===== src/rtl/pic_irq_arbiter.sv =====
// rtl/pic_irq_arbiter.sv - 8259-compatible IRR/ISR priority arbiter and INTA vector sequencer
//
// Purpose: owns IRR and ISR, resolves priority among the eight IR lines with
// masking, fully nested blocking and rotation, drives INT to the CPU, walks
// the two-pulse INTA handshake and presents the 8086-mode vector byte.
//
// Ports:
//   clk, rst_n              clock, asynchronous active-low reset
//   ir_in[7:0]              request lines (already synchronous to clk)
//   ltim                    1 = level triggered, 0 = edge triggered
//   aeoi, rotate_aeoi       automatic EOI and rotate-on-AEOI controls
//   imr[7:0]                interrupt mask, 1 = masked
//   vector_base[4:0]        ICW2 T7..T3
//   inta_n                  interrupt acknowledge, active-low
//   eoi_valid               one-cycle OCW2 EOI strobe
//   eoi_specific            1 = specific EOI on eoi_level, 0 = non-specific
//   eoi_rotate              rotate priority to the cleared level
//   eoi_level[2:0]          target level for a specific EOI
//   int_out                 interrupt request to the CPU (registered)
//   vector_valid            vector_out is to be driven onto the bus
//   vector_out[7:0]         {vector_base, level}
//   irr[7:0], isr[7:0]      request and in-service registers

module pic_irq_arbiter #(
  parameter int         NUM_IR       = 8,
  parameter logic [2:0] RESET_LOWEST = 3'd7
) (
  input  logic              clk,
  input  logic              rst_n,
  input  logic [NUM_IR-1:0] ir_in,
  input  logic              ltim,
  input  logic              aeoi,
  input  logic              rotate_aeoi,
  input  logic [NUM_IR-1:0] imr,
  input  logic [4:0]        vector_base,
  input  logic              inta_n,
  input  logic              eoi_valid,
  input  logic              eoi_specific,
  input  logic              eoi_rotate,
  input  logic [2:0]        eoi_level,
  output logic              int_out,
  output logic              vector_valid,
  output logic [7:0]        vector_out,
  output logic [NUM_IR-1:0] irr,
  output logic [NUM_IR-1:0] isr
);

  // ACK1 is split in two: waiting for the first INTA pulse to end, then
  // waiting for the second pulse to begin.
  typedef enum logic [1:0] {
    S_IDLE    = 2'd0,
    S_ACK1    = 2'd1,
    S_ACK1_HI = 2'd2,
    S_ACK2    = 2'd3
  } state_e;

  state_e              state_q, state_d;
  logic [NUM_IR-1:0]   irr_q, irr_d;
  logic [NUM_IR-1:0]   isr_q, isr_d;
  logic [NUM_IR-1:0]   ir_prev_q, ir_prev_d;
  logic                inta_prev_q, inta_prev_d;
  logic [2:0]          lowest_q, lowest_d;
  logic [2:0]          winner_q, winner_d;
  logic                spurious_q, spurious_d;
  logic                int_out_q, int_out_d;
  logic                vector_valid_q, vector_valid_d;
  logic [7:0]          vector_out_q, vector_out_d;

  // Returns {found, level} of the highest-priority set bit of v, where the
  // scan begins at low+1 and wraps ascending. Iterating from the far end
  // back toward low+1 lets the last hit be the winner.
  function automatic logic [3:0] prio_pick(input logic [NUM_IR-1:0] v,
                                           input logic [2:0]        low);
    logic [3:0] res;
    logic [2:0] idx;
    res = 4'd0;
    for (int k = NUM_IR - 1; k >= 0; k--) begin
      idx = low + 3'd1 + 3'(k);
      if (v[idx]) begin
        res = {1'b1, idx};
      end
    end
    return res;
  endfunction

  logic [3:0] cand_pick;
  logic [3:0] isr_pick;
  logic       cand_found;
  logic [2:0] cand_lvl;
  logic       isr_found;
  logic [2:0] isr_lvl;
  logic [2:0] cand_rank;
  logic [2:0] isr_rank;
  logic       cand_valid;
  logic       inta_fall;
  logic       inta_rise;
  logic       eoi_hit;
  logic [2:0] eoi_lvl;

  assign cand_pick  = prio_pick(irr_q & ~imr, lowest_q);
  assign isr_pick   = prio_pick(isr_q, lowest_q);
  assign cand_found = cand_pick[3];
  assign cand_lvl   = cand_pick[2:0];
  assign isr_found  = isr_pick[3];
  assign isr_lvl    = isr_pick[2:0];

  // Rank 0 is the highest priority (the level just after lowest_q).
  assign cand_rank  = cand_lvl - lowest_q - 3'd1;
  assign isr_rank   = isr_lvl - lowest_q - 3'd1;

  // Fully nested: only a strictly higher priority request may interrupt
  // the level currently in service.
  assign cand_valid = cand_found && (!isr_found || (cand_rank < isr_rank));

  assign inta_fall  = inta_prev_q & ~inta_n;
  assign inta_rise  = ~inta_prev_q & inta_n;

  always_comb begin
    state_d        = state_q;
    isr_d          = isr_q;
    lowest_d       = lowest_q;
    winner_d       = winner_q;
    spurious_d     = spurious_q;
    vector_valid_d = vector_valid_q;
    vector_out_d   = vector_out_q;
    ir_prev_d      = ir_in;
    inta_prev_d    = inta_n;
    eoi_hit        = 1'b0;
    eoi_lvl        = 3'd0;

    // Level mode tracks the pins; edge mode latches a rising edge and
    // drops the request once the pin goes low again.
    if (ltim) begin
      irr_d = ir_in;
    end else begin
      irr_d = (irr_q | (ir_in & ~ir_prev_q)) & ir_in;
    end

    // EOI is evaluated on the pre-update ISR, before any acknowledge or
    // AEOI effects so those later assignments take precedence.
    if (eoi_valid) begin
      if (eoi_specific) begin
        eoi_hit = isr_q[eoi_level];
        eoi_lvl = eoi_level;
      end else begin
        eoi_hit = isr_found;
        eoi_lvl = isr_lvl;
      end
      if (eoi_hit) begin
        isr_d[eoi_lvl] = 1'b0;
        if (eoi_rotate) begin
          lowest_d = eoi_lvl;
        end
      end
    end

    case (state_q)
      S_IDLE: begin
        if (inta_fall) begin
          state_d = S_ACK1;
          if (cand_valid) begin
            winner_d        = cand_lvl;
            spurious_d      = 1'b0;
            isr_d[cand_lvl] = 1'b1;
            irr_d[cand_lvl] = 1'b0;
          end else begin
            winner_d   = 3'd7;
            spurious_d = 1'b1;
          end
        end
      end

      S_ACK1: begin
        if (inta_rise) begin
          state_d = S_ACK1_HI;
        end
      end

      S_ACK1_HI: begin
        if (inta_fall) begin
          state_d        = S_ACK2;
          vector_valid_d = 1'b1;
          vector_out_d   = {vector_base, winner_q};
        end
      end

      S_ACK2: begin
        if (inta_rise) begin
          state_d        = S_IDLE;
          vector_valid_d = 1'b0;
          if (aeoi && !spurious_q) begin
            isr_d[winner_q] = 1'b0;
            if (rotate_aeoi) begin
              lowest_d = winner_q;
            end
          end
        end else begin
          vector_out_d = {vector_base, winner_q};
        end
      end

      default: begin
        state_d = S_IDLE;
      end
    endcase

    // INT drops in the same update that accepts the first INTA pulse.
    int_out_d = (state_q == S_IDLE) && !inta_fall && cand_valid;
  end

  always_ff @(posedge clk or negedge rst_n) begin
    if (!rst_n) begin
      state_q        <= S_IDLE;
      irr_q          <= '0;
      isr_q          <= '0;
      ir_prev_q      <= '0;
      inta_prev_q    <= 1'b1;
      lowest_q       <= RESET_LOWEST;
      winner_q       <= 3'd0;
      spurious_q     <= 1'b0;
      int_out_q      <= 1'b0;
      vector_valid_q <= 1'b0;
      vector_out_q   <= 8'd0;
    end else begin
      state_q        <= state_d;
      irr_q          <= irr_d;
      isr_q          <= isr_d;
      ir_prev_q      <= ir_prev_d;
      inta_prev_q    <= inta_prev_d;
      lowest_q       <= lowest_d;
      winner_q       <= winner_d;
      spurious_q     <= spurious_d;
      int_out_q      <= int_out_d;
      vector_valid_q <= vector_valid_d;
      vector_out_q   <= vector_out_d;
    end
  end

  assign int_out      = int_out_q;
  assign vector_valid = vector_valid_q;
  assign vector_out   = vector_out_q;
  assign irr          = irr_q;
  assign isr          = isr_q;

endmodule

===== config.mk =====
export PLATFORM = sky130hd
export DESIGN_NAME = pic_irq_arbiter
export DESIGN_NICKNAME = d
export VERILOG_FILES = /design/src/rtl/pic_irq_arbiter.sv
export SDC_FILE = /design/constraint.sdc
export NUM_CORES = 1
export LEC_CHECK = 0
export CAP_MARGIN = 10
export CORE_AREA = 8 8 100 102
export DETAILED_ROUTE_END_ITERATION = 8
export DIE_AREA = 0 0 108 110
export PLACE_DENSITY = 0.78
export SYNTH_ARGS = -nofsm -noshare
export SYNTH_HDL_FRONTEND = slang
export SYNTH_SLANG_ARGS = --single-unit
export TNS_END_PERCENT = 1

===== constraint.sdc =====
create_clock -name clk -period 5.9 [get_ports clk]
set_input_delay 1.18 -clock clk [delete_from_list [all_inputs] [get_ports clk]]
set_output_delay 1.18 -clock clk [all_outputs]
set_load 0.01 [all_outputs]

==> results of run 1 <==
==> Yosys cell counts, types with 7 or more instances <==
| cell type | n | area share |
|---|---|---|
| a31oi_1 | 10 | 0.014 |
| a2111oi_0 | 7 | 0.014 |
| mux2_2 | 15 | 0.038 |
| nor2_1 | 39 | 0.033 |
| nand2_1 | 59 | 0.049 |
| nand3_1 | 10 | 0.011 |
| a21oi_1 | 18 | 0.020 |
| inv_1 | 13 | 0.011 |
| nand2b_1 | 19 | 0.026 |
| nor2b_1 | 14 | 0.020 |
| ha_1 | 10 | 0.028 |
| o211ai_1 | 9 | 0.015 |
| o21ai_1 | 9 | 0.010 |
| buf_2 | 7 | 0.0078 |
| mux4_2 | 21 | 0.11 |
| clkbuf_1 | 15 | 0.013 |
| o21ai_0 | 17 | 0.019 |
| dfrtp_1 | 40 | 0.22 |
| mux2i_1 | 21 | 0.047 |
==> routing by layer <==
metal,global-route usage,share of wire,vias up
li1,-,-,2002
met1,0.2773,0.41,2088
met2,0.3779,0.49,205
met3,0.03140,0.073,28
met4,0.07730,0.024,0
met5,0,0,-
==> sequential cells by signal, indices dropped and copies added (netlist names) <==
name	flops
vector_out	8
state_q	2
vector_valid	1
inta_prev_q	1
int_out	1
ir_prev_q	8
irr	8
spurious_q	1
isr	8
winner_q	3
lowest_q	3
==> where the power goes <==
part           switching, mW  internal (mW)
registers              0.147          0.399
clock network          0.102         0.0952
logic                   1.55           1.31
==> area by class of cell <==
type	instances	area (um^2)
clock inverters	1	7.507
clock buffers	7	86.33
well taps	108	135.1
inverters	18	72.57
fillers	708	3167
repair buffers	82	755.7
flip-flops and latches	44	1106
multi-input cells	401	3136
==> per-stage QoR <==
step / hold slack, ns / area (um^2)
5_1_grt: 0.4680 / 5299
6_report: 0.4397 / 5299
3_5_place_dp: 0.4264 / 5199
2_1_floorplan: 0.4081 / 4486
4_1_cts: 0.4378 / 5293
3_3_place_gp: 0.4130 / 5199
==> cells by family (layout without fill, tap and decap cells) <==
kind of cell / count (synthesis) / after routing
AO/OA/AOI/OAI: 139 / 139
XOR/XNOR: 11 / 11
adder cells (fa/ha/maj): 12 / 12
buffers and inverters: 50 / 108
flip-flops: 44 / 44
multiplexers: 58 / 58
AND/OR/NAND/NOR: 181 / 181
==> worst max-delay path by stage <==
stage	startpoint	end	slack, ns	cells after the start
after detailed placement	imr[1]	irr[2]$_DFF_PN0_	-0.07	19
after global routing	imr[4]	irr[6]$_DFF_PN0_	-0.05	20
after CTS	imr[1]	irr[2]$_DFF_PN0_	0.24	19
after floorplan	lowest_q[0]$_DFF_PN1_	irr[2]$_DFF_PN0_	0.49	23
after global placement	imr[5]	irr[0]$_DFF_PN0_	0.10	19
final	imr[1]	irr[6]$_DFF_PN0_	0.28	20
==> results_dict.tcl, run 1 <==
set metrics [dict create \
    cpPeakStageDelay_ns 0.49 \
    synthAdderAreaFrac 0.03682 \
    ys_seq_area_frac 0.2466 \
    die_h_um 110 \
    end_kind "register" \
    path_cells "clkdlybuf4s50_1, nand2b_1, mux4_2, mux2_2, nand3_1, o21ai_0, a211o_1, a41oi_4, inv_2, fa_1, xor2_1, xnor2_1, ha_1, nor2b_1, o21ai_0, o41a_1, nand2_1, nor2_1, nand2_1, o221a_2" \
    diodes 0 \
    cts_tree "yes" \
    vias_per_cell 6.540 \
    synth_edf_count 0 \
    finClkSkew_ns 0.004043 \
    insertion_delay_ns 0.29 \
    num_rows 34 \
    setup_viol 0 \
    rsz0062_at_grt "yes" \
    path_clk_slew_ns 0.08 \
    crit_family "compound AO/OA/AOI/OAI gates" \
    num_vias 4323 \
    start_util 0.5299 \
    holdBufCountCts 0 \
    first_pass_iters 5 \
    r2r_end "irr[6]$_DFF_PN0_" \
    final_cells 661 \
    hold_end "irr[7]$_DFF_PN0_" \
    route.detailed.drc 0 \
    fp.dieArea_um2 11880 \
    tightest_slew_ns 0.9530 \
    final_util 0.6259 \
    max_freq_ghz 0.1779 \
    hold_depth 1 \
    post_drt_wl_per_cell_um 19.70 \
    synthArstFlopShare 1.000 \
    clock-root-buffer "clkbuf_8" \
    nets 597 \
    die_w_um 108 \
    crit_fanout 6 \
    postCtsSetupBuffers 0 \
    layout_commonest_cell "nand2_1" \
    start_kind "input pin" \
    avgSynthCellArea_um2 9.062 \
    synth-compound-area-share 0.2310 \
    finalHoldViolCount 0 \
    crit_slowest_cell "mux4_2" \
    synth_top_family_by_area "compound AO/OA/AOI/OAI gates" \
    fin_crit_sh 0.9528 \
    synth_area_um2 4486 \
    r2r_cells 21 \
    core-area_um2 8466 \
    grt_pass1_vias 4308 \
    slew_violations 0 \
    cts_buffers 5 \
    drtAntennaViolNets 0 \
    grtUsageTotal 0.2201 \
    grt_pass1_wl_mm 21.42 \
    grt_antenna_before_repair 0 \
    arrival_ns 5.81 \
    cts.sink_count 44 \
    drive_gt1_frac 0.1700 \
    place_ws_ns -0.06526 \
    yosysUniqueCellTypes 85 \
    io_pins 59 \
    synth_cells 495 \
    hold_start "ir_prev_q[7]$_DFF_PN0_" \
    drt-initial-drc-count 305 \
    reg2reg_slack_ns 0.48 \
    grt_overflow 0 \
    cts_max_path_buffers 2 \
    layout_common_cells "nand2_1, clkdlybuf4s50_1, dfrtp_1, nor2_1, buf_4" \
    p_leak_nw 2.111 \
    power_density_nw_per_um2 678.3 \
    yosysWarningCount 0 \
    yosys.area_share.xor_xnor 0.03152 \
    outcome "complete, no violations" \
    areaGrowthSynthToFinish_pct 18.13 \
    dp_cells 653 \
    cts_resized 0 \
    irDropWorstVdd_mv 0.3568 \
    synth-main-ff-cell "dfrtp_1" \
    synth-seq-cells 44 \
    synth-simple-area-share 0.2050 \
    hp-class "register to register" \
    io_buffers 58 \
    slew_headroom 0.3647 \
    critPathBufInv 2 \
    syn_nets 540 \
    required_ns 6.09 \
    drt_wl_total_mm 13.03 \
    hpwl_mm 9.827 \
    path_class "input pin to register" \
    p_total_mw 3.594 \
    r2r_start "lowest_q[0]$_DFF_PN1_" \
    globalplace.congestion 0.9387 \
    fin_tns_setup_ns 0 \
    final.setup.worst_slack_ns 0.2788 \
    grt_start_max_net_pins 45 \
    htree_levels 2 \
    post-route-min-period_ns 5.621 \
    muxShareOfSynthArea 0.1933 \
    drv_cap 0 \
]
(Power assumes the default switching activity.)
==> run 2, diff against run 1 <==
MAX_ROUTING_LAYER = met4   (was unset)
PLACE_DENSITY = unset   (was 0.78)
PLACE_DENSITY_LB_ADDON = 0.2   (was unset)
==> results_dict.tcl, run 2 (synthesis gave the netlist of run 1 again) <==
set metrics [dict create \
    outcome "complete, no violations" \
    max_freq_ghz 0.1767 \
    cts.sink_count 44 \
    drt-initial-drc-count 230 \
    start_util 0.5299 \
    vias_per_cell 6.411 \
    slew_violations 0 \
    post-route-min-period_ns 5.658 \
    num_rows 34 \
    die_h_um 110 \
    drv_cap 0 \
    grt_start_max_net_pins 45 \
    slew_headroom 0.3702 \
    die_w_um 108 \
    reg2reg_slack_ns 0.43 \
    grt_pass1_wl_mm 21.18 \
    io_pins 59 \
    cts_tree "yes" \
    start_kind "input pin" \
    tightest_slew_ns 0.9448 \
    clock-root-buffer "clkbuf_8" \
    p_total_mw 3.673 \
    core-area_um2 8466 \
    finalHoldViolCount 0 \
    grt_overflow 0 \
    insertion_delay_ns 0.29 \
    required_ns 6.09 \
    route.detailed.drc 0 \
    dp_cells 654 \
    drive_gt1_frac 0.1787 \
    drt_wl_total_mm 12.95 \
    hold_slack_ns 0.4346 \
    end_kind "register" \
    layout_common_cells "nand2_1, clkdlybuf4s50_1, dfrtp_1, nor2_1, buf_4" \
    first_pass_iters 6 \
    path_clk_slew_ns 0.08 \
    irDropWorstVdd_mv 0.3730 \
    arrival_ns 5.84 \
    hp-class "register to register" \
    p_leak_nw 2.139 \
    io_buffers 58 \
    crit_fanout 5 \
    grt_pass1_vias 4300 \
    finClkSkew_ns 0.006217 \
    cts_max_path_buffers 2 \
    num_vias 4244 \
    power_density_nw_per_um2 685.9 \
    layout_commonest_cell "nand2_1" \
    htree_levels 2 \
    post_drt_wl_per_cell_um 19.56 \
    drtAntennaViolNets 0 \
    diodes 0 \
    grtUsageTotal 0.2252 \
    nFillCells 730 \
    final_cells 662 \
    path_class "input pin to register" \
    grt_antenna_before_repair 0 \
    fin_crit_sh 0.9590 \
    setup_viol 0 \
    globalplace.congestion 0.9402 \
    fp.dieArea_um2 11880 \
    nets 599 \
    areaGrowthSynthToFinish_pct 19.39 \
    hpwl_mm 9.866 \
    cts_buffers 5 \
]
run 2: changes by cell type in the layout (fill, tap and decap cells not counted), moves of 2 or more:
cell	before	now
buf_4	24	26
bufinv_16	0	2
nor2_1	39	37
nor2_2	0	2
run 2: where the power goes:
part           leakage, nW  switching, mW  total [mW]  internal, mW
Combinational         1.55           1.55        2.85          1.30
Sequential           0.526          0.155       0.555         0.400
Clock               0.0642         0.0982       0.265         0.167
run 2: final timing paths:
path / startpoint / to / cells past startpoint
worst max-delay path: imr[5] / irr[6]$_DFF_PN0_ / 20
worst min-delay path: ir_prev_q[7]$_DFF_PN0_ / irr[7]$_DFF_PN0_ / 1
worst max register to register: lowest_q[0]$_DFF_PN1_ / irr[6]$_DFF_PN0_ / 20
worst min register to register: ir_prev_q[7]$_DFF_PN0_ / irr[7]$_DFF_PN0_ / 1
max in group asynchronous: rst_n / isr[5]$_DFF_PN0_ / 1
min in group asynchronous: rst_n / irr[5]$_DFF_PN0_ / 1
run 2: metrics by stage:
stage               worst slack [ns]  cell area (um^2)  utilization  TNS (ns)
finish                        0.2417              5355       0.6326         0
floorplan                     0.4929              4486            -         0
detailed placement           -0.1519              5206       0.6150   -0.5043
CTS                           0.1529              5335       0.6302         0
global placement             0.08995              5206       0.6150         0
global route                -0.01140              5355       0.6326  -0.01140
run 2: cell type report:
class / instances / area, um^2 / share of cell area
inverter: 18 / 72.57 / 0.01355
multi-input combinational: 401 / 3142 / 0.5867
clock buffer: 5 / 68.82 / 0.01285
tap: 108 / 135.1 / 0.02523
sequential: 44 / 1106 / 0.2065
clock inverter: 2 / 60.06 / 0.01121
timing repair buffer: 84 / 770.7 / 0.1439
run 2: metal layers:
metal  vias to the layer above  track usage  wire length, um
li1                       1995            -                -
met1                      2051       0.2845             5588
met2                       162       0.3649             6366
met3                        36      0.01977              572
met4                         0      0.09415              423
met5                         -            -                0
run 2: worst max-delay path, stage by stage:
cell,delay (ns)
clkdlybuf4s50_1,0.52
nor2b_1,0.10
mux4_2,0.53
mux2_4,0.30
a31oi_1,0.20
a21oi_1,0.09
a211o_1,0.31
a41oi_4,0.24
inv_2,0.07
fa_1,0.41
xor2_1,0.16
xnor2_1,0.15
ha_1,0.32
nor2b_1,0.13
o21ai_1,0.13
o41a_1,0.25
nand2_2,0.13
nor2_2,0.18
nand2_1,0.12
o221a_2,0.34
run 2: what timing repair did:
item / CTS / global route
endpoints found under the setup margin: 0 / 7
hold buffers: 0 / 0
gates resized for setup: 0 / 5
setup buffers: 0 / 1
==> run 3, diff against run 2 <==
SLEW_MARGIN = 20   (was unset)
==> results_dict.tcl, run 3 (synthesis gave the netlist of run 1 again) <==
set metrics [dict create \
    grtUsageTotal 0.2252 \
    p_sw_frac 0.4910 \
    globalplace.congestion 0.9402 \
    core-area_um2 8466 \
    layout_commonest_cell "nand2_1" \
    clock-root-buffer "clkbuf_8" \
    p_leak_nw 2.149 \
    grt_pass1_vias 4300 \
    pwr-share-comb 0.777 \
    slew_violations 0 \
    max_freq_ghz 0.1763 \
    crit_slowest_cell "mux4_2" \
    grt_start_max_net_pins 45 \
    placed_area_um2 5206 \
    tightest_slew_ns 0.8252 \
    htree_levels 2 \
    cts_buffers 5 \
    cpPeakStageDelay_ns 0.53 \
    hp-class "register to register" \
    power_density_nw_per_um2 684.4 \
    holdBufCountCts 0 \
    final_cells 663 \
    drv_cap 0 \
    grt_use_met1 0.2845 \
    nFillCells 725 \
    crit_top_cell "nor2b_1" \
    finalHoldViolCount 0 \
    io_buffers 58 \
    hold_depth 1 \
    grt_antenna_before_repair 0 \
    start_util 0.5299 \
    grt_pass1_wl_mm 21.18 \
    crit_family "compound AO/OA/AOI/OAI gates" \
    vias_per_cell 6.391 \
    met3_usage 0.01977 \
    diodes 0 \
    cts_max_path_buffers 2 \
    end_kind "register" \
    start_kind "input pin" \
    areaGrowthSynthToFinish_pct 19.83 \
    num_rows 34 \
    top_usage_layer "met2" \
    post_drt_wl_per_cell_um 19.53 \
    p_switching_mw 1.806 \
    irDropWorstVdd_mv 0.3734 \
    drive_gt1_frac 0.1802 \
    first_pass_iters 4 \
    drt_wl_total_mm 12.95 \
    fin_crit_sh 0.9615 \
    internal_power_mw 1.873 \
    path_clk_slew_ns 0.08 \
    path_class "input pin to register" \
    arrival_ns 5.86 \
    layout_common_cells "nand2_1, clkdlybuf4s50_1, dfrtp_1, nor2_1, buf_4" \
    path_cells "clkdlybuf4s50_1, nor2b_1, mux4_2, mux2_4, a31oi_1, a21oi_1, a211o_1, a41oi_4, inv_2, fa_1, xor2_1, xnor2_1, ha_1, nor2b_1, o21ai_1, o41a_1, nand2_2, nor2_2, nand2_1, o221a_2" \
    cts.sink_count 44 \
    drt-initial-drc-count 252 \
    finClkSkew_ns 0.004567 \
    p_clk_frac 0.072 \
    final_area_um2 5375 \
    required_ns 6.08 \
    die_h_um 110 \
    crit_cells 20 \
    slew_headroom 0.4473 \
    cts_tree "yes" \
    dp_cells 654 \
    grtUsageMet2 0.3649 \
    r2r_cells 20 \
    route.detailed.drc 0 \
    outcome "complete, no violations" \
    hpwl_mm 9.866 \
    post-route-min-period_ns 5.673 \
    drtAntennaViolNets 0 \
    nets 600 \
    die_w_um 108 \
    pwr-share-seq 0.151 \
    setup_viol 0 \
    fp.dieArea_um2 11880 \
    critPathBufInv 2 \
    grt_overflow 0 \
    insertion_delay_ns 0.29 \
    num_vias 4237 \
    io_pins 59 \
    crit_fanout 5 \
]
## run 3: cell types whose count changed in the layout (fill, tap and decap cells not counted)
cell and change:
buf_12 +1
## run 3: path summary, 6_finish.rpt
kind | start | to | slack (ns)
setup / recovery | imr[5] | irr[6]$_DFF_PN0_ | 0.23
hold / removal | ir_prev_q[7]$_DFF_PN0_ | irr[7]$_DFF_PN0_ | 0.43
setup reg to reg | lowest_q[0]$_DFF_PN1_ | irr[6]$_DFF_PN0_ | 0.43
hold reg to reg | ir_prev_q[7]$_DFF_PN0_ | irr[7]$_DFF_PN0_ | 0.43
max in group asynchronous | rst_n | lowest_q[2]$_DFF_PN1_ | 4.57
min in group asynchronous | rst_n | irr[5]$_DFF_PN0_ | 0.78
## run 3: per-stage QoR
| stage | setup TNS (ns) | power [mW] | util | hold WS, ns | worst slack (ns) |
|---|---|---|---|---|---|
| after floorplan | 0 | 2.569 | - | 0.4081 | 0.4929 |
| after global routing | -0.01140 | 3.969 | 0.6349 | 0.4571 | -0.01140 |
| after CTS | 0 | 3.646 | 0.6302 | 0.4387 | 0.1529 |
| after global placement | 0 | 3.278 | 0.6150 | 0.4149 | 0.08995 |
| after detailed placement | -0.5043 | 3.364 | 0.6150 | 0.4247 | -0.1519 |
| final | 0 | 3.679 | 0.6349 | 0.4343 | 0.2272 |
## run 3: layer usage
layer  up-vias  wire length [um]
li1       1994                 -
met1      2027              5551
met2       180              6345
met3        36               625
met4         0               425
met5         -                 0
## run 3: area by class of cell
class / count / area (um^2) / area share
clock inverter: 2 / 60.06 / 0.01117
clock buffer: 5 / 68.82 / 0.01280
sequential: 44 / 1106 / 0.2058
timing repair buffer: 85 / 790.8 / 0.1471
multi-input combinational: 401 / 3142 / 0.5845
inverter: 18 / 72.57 / 0.01350
tap: 108 / 135.1 / 0.02514
## run 3: power groups by stage
stage	clock [mW]	sequential, mW	combinational [mW]
floorplan	0	0.489	2.08
global placement	0	0.556	2.72
detailed placement	0	0.556	2.81
CTS	0.271	0.552	2.82
global route	0.280	0.572	3.12
finish	0.265	0.555	2.86
## run 3: timing repair
item / 4_1_cts / 5_1_grt
setup buffers: 0 / 1
gates resized for setup: 0 / 5
setup endpoints to repair: 0 / 7
## run 3: worst register-to-register path: stages, from the launching register on
cell and delay [ns]:
dfstp_2 0.59, inv_4 0.04, ha_1 0.36, buf_4 0.35
xor3_1 0.61, mux2i_1 0.38, o211ai_1 0.17, a31oi_1 0.29
nor2_1 0.09, ha_1 0.20, fa_1 0.38, xnor2_1 0.15
xnor2_1 0.24, ha_1 0.26, nor2b_1 0.13, o21ai_1 0.13
o41a_1 0.25, nand2_2 0.13, nor2_2 0.18, nand2_1 0.12
o221a_2 0.34
